<file path="config.mk">
export PLATFORM = sky130hd
export DESIGN_NAME = exec_stage
export DESIGN_NICKNAME = d
export VERILOG_FILES = /design/src/rtl/exec_stage.sv
export SDC_FILE = /design/constraint.sdc
export NUM_CORES = 1
export LEC_CHECK = 0
export ABC_AREA = 1
export CORE_AREA = 3 3 125 127
export DETAILED_ROUTE_END_ITERATION = 12
export DIE_AREA = 0 0 128 130
export MAX_ROUTING_LAYER = met4
export PLACE_DENSITY = 0.6
export SLEW_MARGIN = 10
export SYNTH_ARGS = -nofsm -noshare
export SYNTH_HDL_FRONTEND = slang
export SYNTH_SLANG_ARGS = --single-unit
</file>
<file path="constraint.sdc">
create_clock -name clk -period 3.26 [get_ports clk]
set_input_delay 0.978 -clock clk [delete_from_list [all_inputs] [get_ports clk]]
set_output_delay 0.978 -clock clk [all_outputs]
set_load 0.05 [all_outputs]
</file>
<file path="src/rtl/exec_stage.sv">
// Multi-cycle execute stage: read A, read B, ALU with B shifter, write back.
// Optional N/V status flags are built only with EXEC_STAGE_STATUS_NV_EN defined.
module exec_stage #(
    parameter int DW = 16
) (
    input  logic          clk,
    input  logic          resetn,
    input  logic          start,
    input  logic [2:0]    rn_a,
    input  logic [2:0]    rn_b,
    input  logic [2:0]    rd,
    input  logic [1:0]    alu_op,
    input  logic [1:0]    shift,
    output logic [2:0]    readnum,
    input  logic [DW-1:0] rf_data,
    output logic [2:0]    writenum,
    output logic          write,
    output logic [DW-1:0] data_in,
    output logic          busy,
    output logic          done,
    output logic          status_z,
    output logic          status_n,
    output logic          status_v
);

    typedef enum logic [2:0] {
        IDLE, RDA, RDB, EXEC, WB
    } state_t;

    state_t        state;
    logic [2:0]    fa, fb, frd;
    logic [1:0]    fop, fsh;
    logic [DW-1:0] a_q, b_q, c_q;
    logic [DW-1:0] sb, res;
    logic          z_q;

    // Shift operand B, then run the selected ALU operation on A and shifted B
    always_comb begin
        sb = b_q;
        unique case (fsh)
            2'b00: sb = b_q;
            2'b01: sb = {b_q[DW-2:0], 1'b0};
            2'b10: sb = {1'b0, b_q[DW-1:1]};
            2'b11: sb = {b_q[DW-1], b_q[DW-1:1]};
        endcase
        res = '0;
        unique case (fop)
            2'b00: res = a_q + sb;
            2'b01: res = a_q + ~sb + {{(DW-1){1'b0}}, 1'b1};
            2'b10: res = a_q & sb;
            2'b11: res = ~sb;
        endcase
    end

    // Sequencer: capture fields on accept, read A, read B, execute, write back
    always_ff @(posedge clk) begin
        if (!resetn) begin
            state <= IDLE;
            fa    <= '0;
            fb    <= '0;
            frd   <= '0;
            fop   <= '0;
            fsh   <= '0;
            a_q   <= '0;
            b_q   <= '0;
            c_q   <= '0;
            z_q   <= 1'b0;
        end else begin
            unique case (state)
                IDLE, WB: begin
                    if (start) begin
                        fa    <= rn_a;
                        fb    <= rn_b;
                        frd   <= rd;
                        fop   <= alu_op;
                        fsh   <= shift;
                        state <= RDA;
                    end else begin
                        state <= IDLE;
                    end
                end
                RDA: begin
                    a_q   <= rf_data;
                    state <= RDB;
                end
                RDB: begin
                    b_q   <= rf_data;
                    state <= EXEC;
                end
                EXEC: begin
                    c_q   <= res;
                    z_q   <= (res == '0);
                    state <= WB;
                end
                default: state <= IDLE;
            endcase
        end
    end

`ifdef EXEC_STAGE_STATUS_NV_EN
    logic n_q, v_q;
    logic ovf;

    // Signed overflow: operands agree in sign (after B inversion for SUB) but result differs
    always_comb begin
        ovf = 1'b0;
        unique case (fop)
            2'b00: ovf = (a_q[DW-1] == sb[DW-1]) && (res[DW-1] != a_q[DW-1]);
            2'b01: ovf = (a_q[DW-1] != sb[DW-1]) && (res[DW-1] != a_q[DW-1]);
            default: ovf = 1'b0;
        endcase
    end

    // Negative and overflow flags change only in EXEC
    always_ff @(posedge clk) begin
        if (!resetn) begin
            n_q <= 1'b0;
            v_q <= 1'b0;
        end else if (state == EXEC) begin
            n_q <= res[DW-1];
            v_q <= ovf;
        end
    end

    assign status_n = n_q;
    assign status_v = v_q;
`else
    assign status_n = 1'b0;
    assign status_v = 1'b0;
`endif

    assign status_z = z_q;
    assign busy     = (state != IDLE);
    assign done     = (state == WB);
    assign write    = (state == WB) & resetn;
    assign readnum  = (state == RDA) ? fa :
                      (state == RDB) ? fb : 3'd0;
    assign writenum = (state == WB) ? frd : 3'd0;
    assign data_in  = (state == WB) ? c_q : '0;

endmodule

</file>
Word level (Yosys, flattened, before mapping)
Index checks and enable logic that the tools add are counted.

Word-level logic and storage cells: 41. Register bits: 65.

Equal/unequal tests: 10. Add/sub/neg operators: 3. Mux-type cells: 8. Reduce and logical (&&, ||, !) cells: 7. Bitwise operators: 3.

Operators by type and width (number): $pmux W16 S4 (2); $add A16 B16 Y16 (2); $add A16 B1 Y16 const B (1); $and A16 B16 Y16 (1); $logic_not A16 Y1 (1); $mux W16 (1); $not A16 Y16 (1); $pmux W3 S4 (1); $mux W3 (3); $eq A2 B2 Y1 const B (4); $eq A3 B2 Y1 const B (2); $eq A2 B1 Y1 const B (2); $logic_not A2 Y1 (2); $eq A3 B1 Y1 const B (1); $eq A3 B3 Y1 const B (1); $logic_not A3 Y1 (1); $reduce_bool A3 Y1 (1); $reduce_and A2 Y1 (1); $reduce_or A2 Y1 (1); $and A1 B1 Y1 (1); $mux W1 (1).

Longest topological paths before layout
Depth in word-level cells: 7. Mapped depth: 23.

Worst setup path after synthesis
OpenSTA, ideal clock, no wires.

Path type: reg-to-output. Start point: reg state[0]. End point: out data_in[0]. Path slack: 89 ps. Arrival time: 2193 ps. Stages on the path, launching flop included: 7. Buffers on the path: 1. Path through: dfxtp_1 nor2_1 inv_1 nor2_1 inv_1 clkbuf_1 nor2_1.

Cells in the longest elaborated chain, start to end: 2.

Ends and longest elaborated chain: start: declaration (line 30) `state_t state;`; start signal: assignment (line 58) `state <= IDLE;`; start signal: assignment (line 77) `state <= RDA;`; start signal: assignment (line 79) `state <= IDLE;`; $eq A3 B3 Y1; net done (line 20) `output logic done,`; $mux W16 (line 139) `assign data_in = (state == WB) ? c_q : '0;`; end: declaration (line 18) `output logic [DW-1:0] data_in,`.

The timed path passes the listed nets, and every way through them passes these cells.

Worst setup path in the final report
Start point: reg fsh[1]. End point: reg z_q (netlist: status_z).

Cells in the longest elaborated chain, start to end: 7.

Ends and longest elaborated chain: start: declaration (line 32) `logic [1:0] fop, fsh;`; start signal: assignment (line 76) `fsh <= shift;`; $eq A2 B2 Y1, or another cell as far along (line 40) `unique case (fsh)`; $pmux W16 S4 (*) (line 40); $not A16 Y16 (line 49, 51); $add A16 B16 Y16 (line 49) `2'b01: res = a_q + ~sb + {{(DW-1){1'b0}}, 1'b1};`; $add A16 B1 Y16 (line 49); $pmux W16 S4 (*) (line 47) `unique case (fop)`; $logic_not A16 Y1 (*) (line 92) `z_q <= (res == '0);`; end signal: assignment (line 92); end: declaration (line 35) `logic z_q;`.

Every way passes the cells marked *; elsewhere a longest branch is shown, timed or not. A chain may end at the register's enable or synchronous reset.

==> summary.md <==
| Metric | Value |
|---|---|
| Outcome | complete, no violations |
| Final nets | 917 |
| Core footprint | 0.0145 mm2 |
| Total power | 3400 uW |
| Synth top area cells | dfxtp_1, nand2_1, inv_1 |
| Crit path buffers/inverters | 5 |
| RR Endpoint | status_z |
| Starting DRT DRC Count | 293 |
| Hold Crit Start | fb[1] |
| Worst Skew | 0.00830 ns |
| Leak | 0.00291 uW |
| EDFF count, synth | 0 |
| GRT Util Overall | 0.182 |
| Setup crit start kind | flip-flop |
| Site row count | 44 |
| First-pass GRT wire length | 23,500 um |
| Hold-fix buffers, CTS | 0 |
| Clock-pin slew on the worst setup and hold paths | 0.06 ns |
| Largest fanout on the critical path | 13 |
| Worst hold margin | 0.451 ns |
| CP max stage cell | ha_2 |
| Vias/cell | 4.91 |
| Worst path depth | 19 |
| Worst skew pair latency | 0.34 ns |
| Main synth FF type | dfxtp_1 |
| Min-Delay Path Class | flip-flop to flip-flop |
| Die Ht | 130 um |
| Most common cell after layout, fill and taps aside | nand2_1 |
| Met3 WL | 588 um |
| Slew HR | 0.561 |
| Synth-to-layout area growth | 19.6% |
| Fin crit period | 2.99 ns |
| Final worst path period share | 0.917 |
| Endpoints failing setup | 0 |
| CP startpoint | fsh[1] |
| Setup Buffers After CTS | 0 |
| Antenna viol nets, final | 0 |
| Post-synthesis cell area | 0.00508 mm2 |
| RR Startpoint | fsh[1] |
| Worst slew pin tran | 0.657 ns |
| Initial core utilization | 0.350 |
| CP Capture Type | flip-flop |
| Mapped Avg Cell Area | 6.29 um2 |
| Total grt overflow | 0 |
| Highest metal used | met4 |
| Seq/Total Area, Yosys | 0.256 |
| Num ports | 60 |
| Synth top area share | 0.256 |
| TritonCTS buffer count | 9 |
| Pwr dens | 559 mW/mm2 |
| Post-placement cell area | 0.00579 mm2 |
| H-tree levels | 3 |
| Wl on met1 | 7010 um |
| Clk root buf | clkbuf_16 |
| Final Cell Area | 0.00607 mm2 |
| WL/cell | 14.0 um |
| Final Hold Viols | 0 |
| CP max stage delay | 0.45 ns |
| Final core utilization | 0.418 |
| Global placement routability congestion | 0.971 |
| Ys async rst share | 0 |
| Vias in the first global route | 4,753 |
| Syn. warnings | 0 |
| Crit path to | status_z |
| Worst-path cell chain | clkinv_2 -> nand2_2 -> o221ai_1 -> inv_1 -> ha_2 -> inv_1 -> nand2_1 -> inv_1 -> nand2_1 -> inv_1 -> a21oi_4 -> nand3_2 -> nand3_1 -> nand2_1 -> nor2_2 -> nand2_1 -> nor2_2 -> nand3_2 -> a21oi_2 |
| Worst endpoint data arrival time | 3.26 ns |
| Clock sink total | 65 |
| Commonest cells after routing, fill and taps aside | nand2_1, inv_1, a21oi_1 |
| CTS tree | built |
| DP HPWL | 11,800 um |
| # diodes | 0 |
| Worst Path Required | 3.54 ns |
| Buffers on Ports | 57 |
| Max IR drop VDD | 0.000397 V |
| Max Freq | 335 MHz |
| Cell count of the worst reg-to-reg path | 19 |
| Fin. max-slew vios | 0 |
| FF-to-FF setup slack | 0.27 ns |
| DRT Wirelength | 14,500 um |
| Drt first pass iters | 5 |
| Crit path kind | flip-flop to flip-flop |
| # Max-Cap Violations | 0 |
| Largest net degree at the start of global routing | 54 |
| Initial antenna violation count | 0 |
| Distinct cell type count after synthesis | 43 |
| Post-synth top area cell | dfxtp_1 |
| Yosys reg bits | 65 |
| Vias after detailed routing | 5,102 |
| Clock buffer depth | 2 |
| Full die area | 0.0166 mm2 |
| DR WL met2 | 6530 um |
| Crit path max-delay family | simple AND/OR/NAND/NOR gates |
| DRC | 0 |
| Synth Instances | 808 |
| Layout cells sized above 1 | 0.0901 |
| Die width | 128 um |
-- cells by family after synthesis --
| logic type | count (synthesis) | synth area share |
|---|---|---|
| fa+ha+maj | 33 | 0.0842 |
| flops | 65 | 0.256 |
| xor+xnor | 3 | 0.00517 |
| compound gates | 179 | 0.210 |
| buf+inv | 182 | 0.152 |
| simple gates | 345 | 0.292 |
| other cells | 1 | 0.000738 |
-- cell type report --
cell class                      count  area [um2]
Clock inverter                      3        42.5
Inverter                          144         544
Sequential cell                    65        1300
Tap cell                          184         230
Clock buffer                       11         243
Fill cell                        1582        8460
Timing Repair Buffer               69         677
Multi-Input combinational cell    563        3030
-- worst register-to-register path, delay by kind of cell (launching register included) --
| kind | cells | cell delay [ns] |
|---|---|---|
| adder cells (fa/ha/maj) | 1 | 0.45 |
| buffers and inverters | 5 | 0.54 |
| AND/OR/NAND/NOR | 10 | 0.98 |
| AO/OA/AOI/OAI | 3 | 0.65 |
| flip-flops | 1 | 0.31 |
-- layer usage --
metal  track usage  vias up
met5             -        -
met4        0.0649        0
met3        0.0372       21
met2         0.278      111
met1         0.240     2288
li1              -     2682
-- worst min path at each step --
stage                     endpoint  cells past startpoint
after floorplan            a_q[15]                      2
after global placement       fb[0]                      2
after detailed placement     fb[0]                      2
after CTS                    fb[0]                      2
after global routing         fb[1]                      2
final                        fb[1]                      2
-- sequential cells by signal (all words and copies together) (netlist names) --
name	flops
b_q	16
status_z	1
fb	3
fop	2
frd	3
a_q	16
fa	3
c_q	16
fsh	2
state	3
-- where the power goes --
part	internal, uW	switching [uW]	total [uW]	leakage, uW
logic	509	1030	1540	0.00224
registers	868	53.3	922	0.000532
clock network	601	332	934	0.000137
-- timing repair --
item / 4_1_cts / 5_1_grt
endpoints found under the setup margin: 19 / 3
pin swaps: 0 / 1
gates resized for setup: 19 / 6
gates cloned: 0 / 1
-- through the flow --
step / worst slack (ns) / setup TNS [ns] / cells
2_1_floorplan: 0.0887 / 0 / 809
6_report: 0.272 / 0 / 1039
5_1_grt: -0.0300 / -0.0300 / 1039
3_5_place_dp: 0.174 / 0 / 1024
4_1_cts: 0.157 / 0 / 1038
3_3_place_gp: 0.219 / 0 / 1024
-- synth_stat cells (2+ instances only) --
master	instances
a211oi_1	5
a21oi_1	75
a21oi_2	5
a21oi_4	2
a22oi_1	9
buf_2	6
buf_4	8
buf_6	5
clkbuf_1	18
dfxtp_1	65
fa_1	2
ha_1	31
inv_1	132
inv_2	10
nand2_1	179
nand2_2	5
nand2_4	2
nand3_1	69
nand3_2	4
nand4_1	7
nor2_1	66
nor2_2	5
nor3_1	5
o211ai_1	4
o21ai_0	57
o21ai_1	3
o21bai_1	2
o221ai_1	4
o221ai_2	4
o22ai_1	3
o31ai_1	2
xor2_1	3
Power figures use the tool's default switching activity.
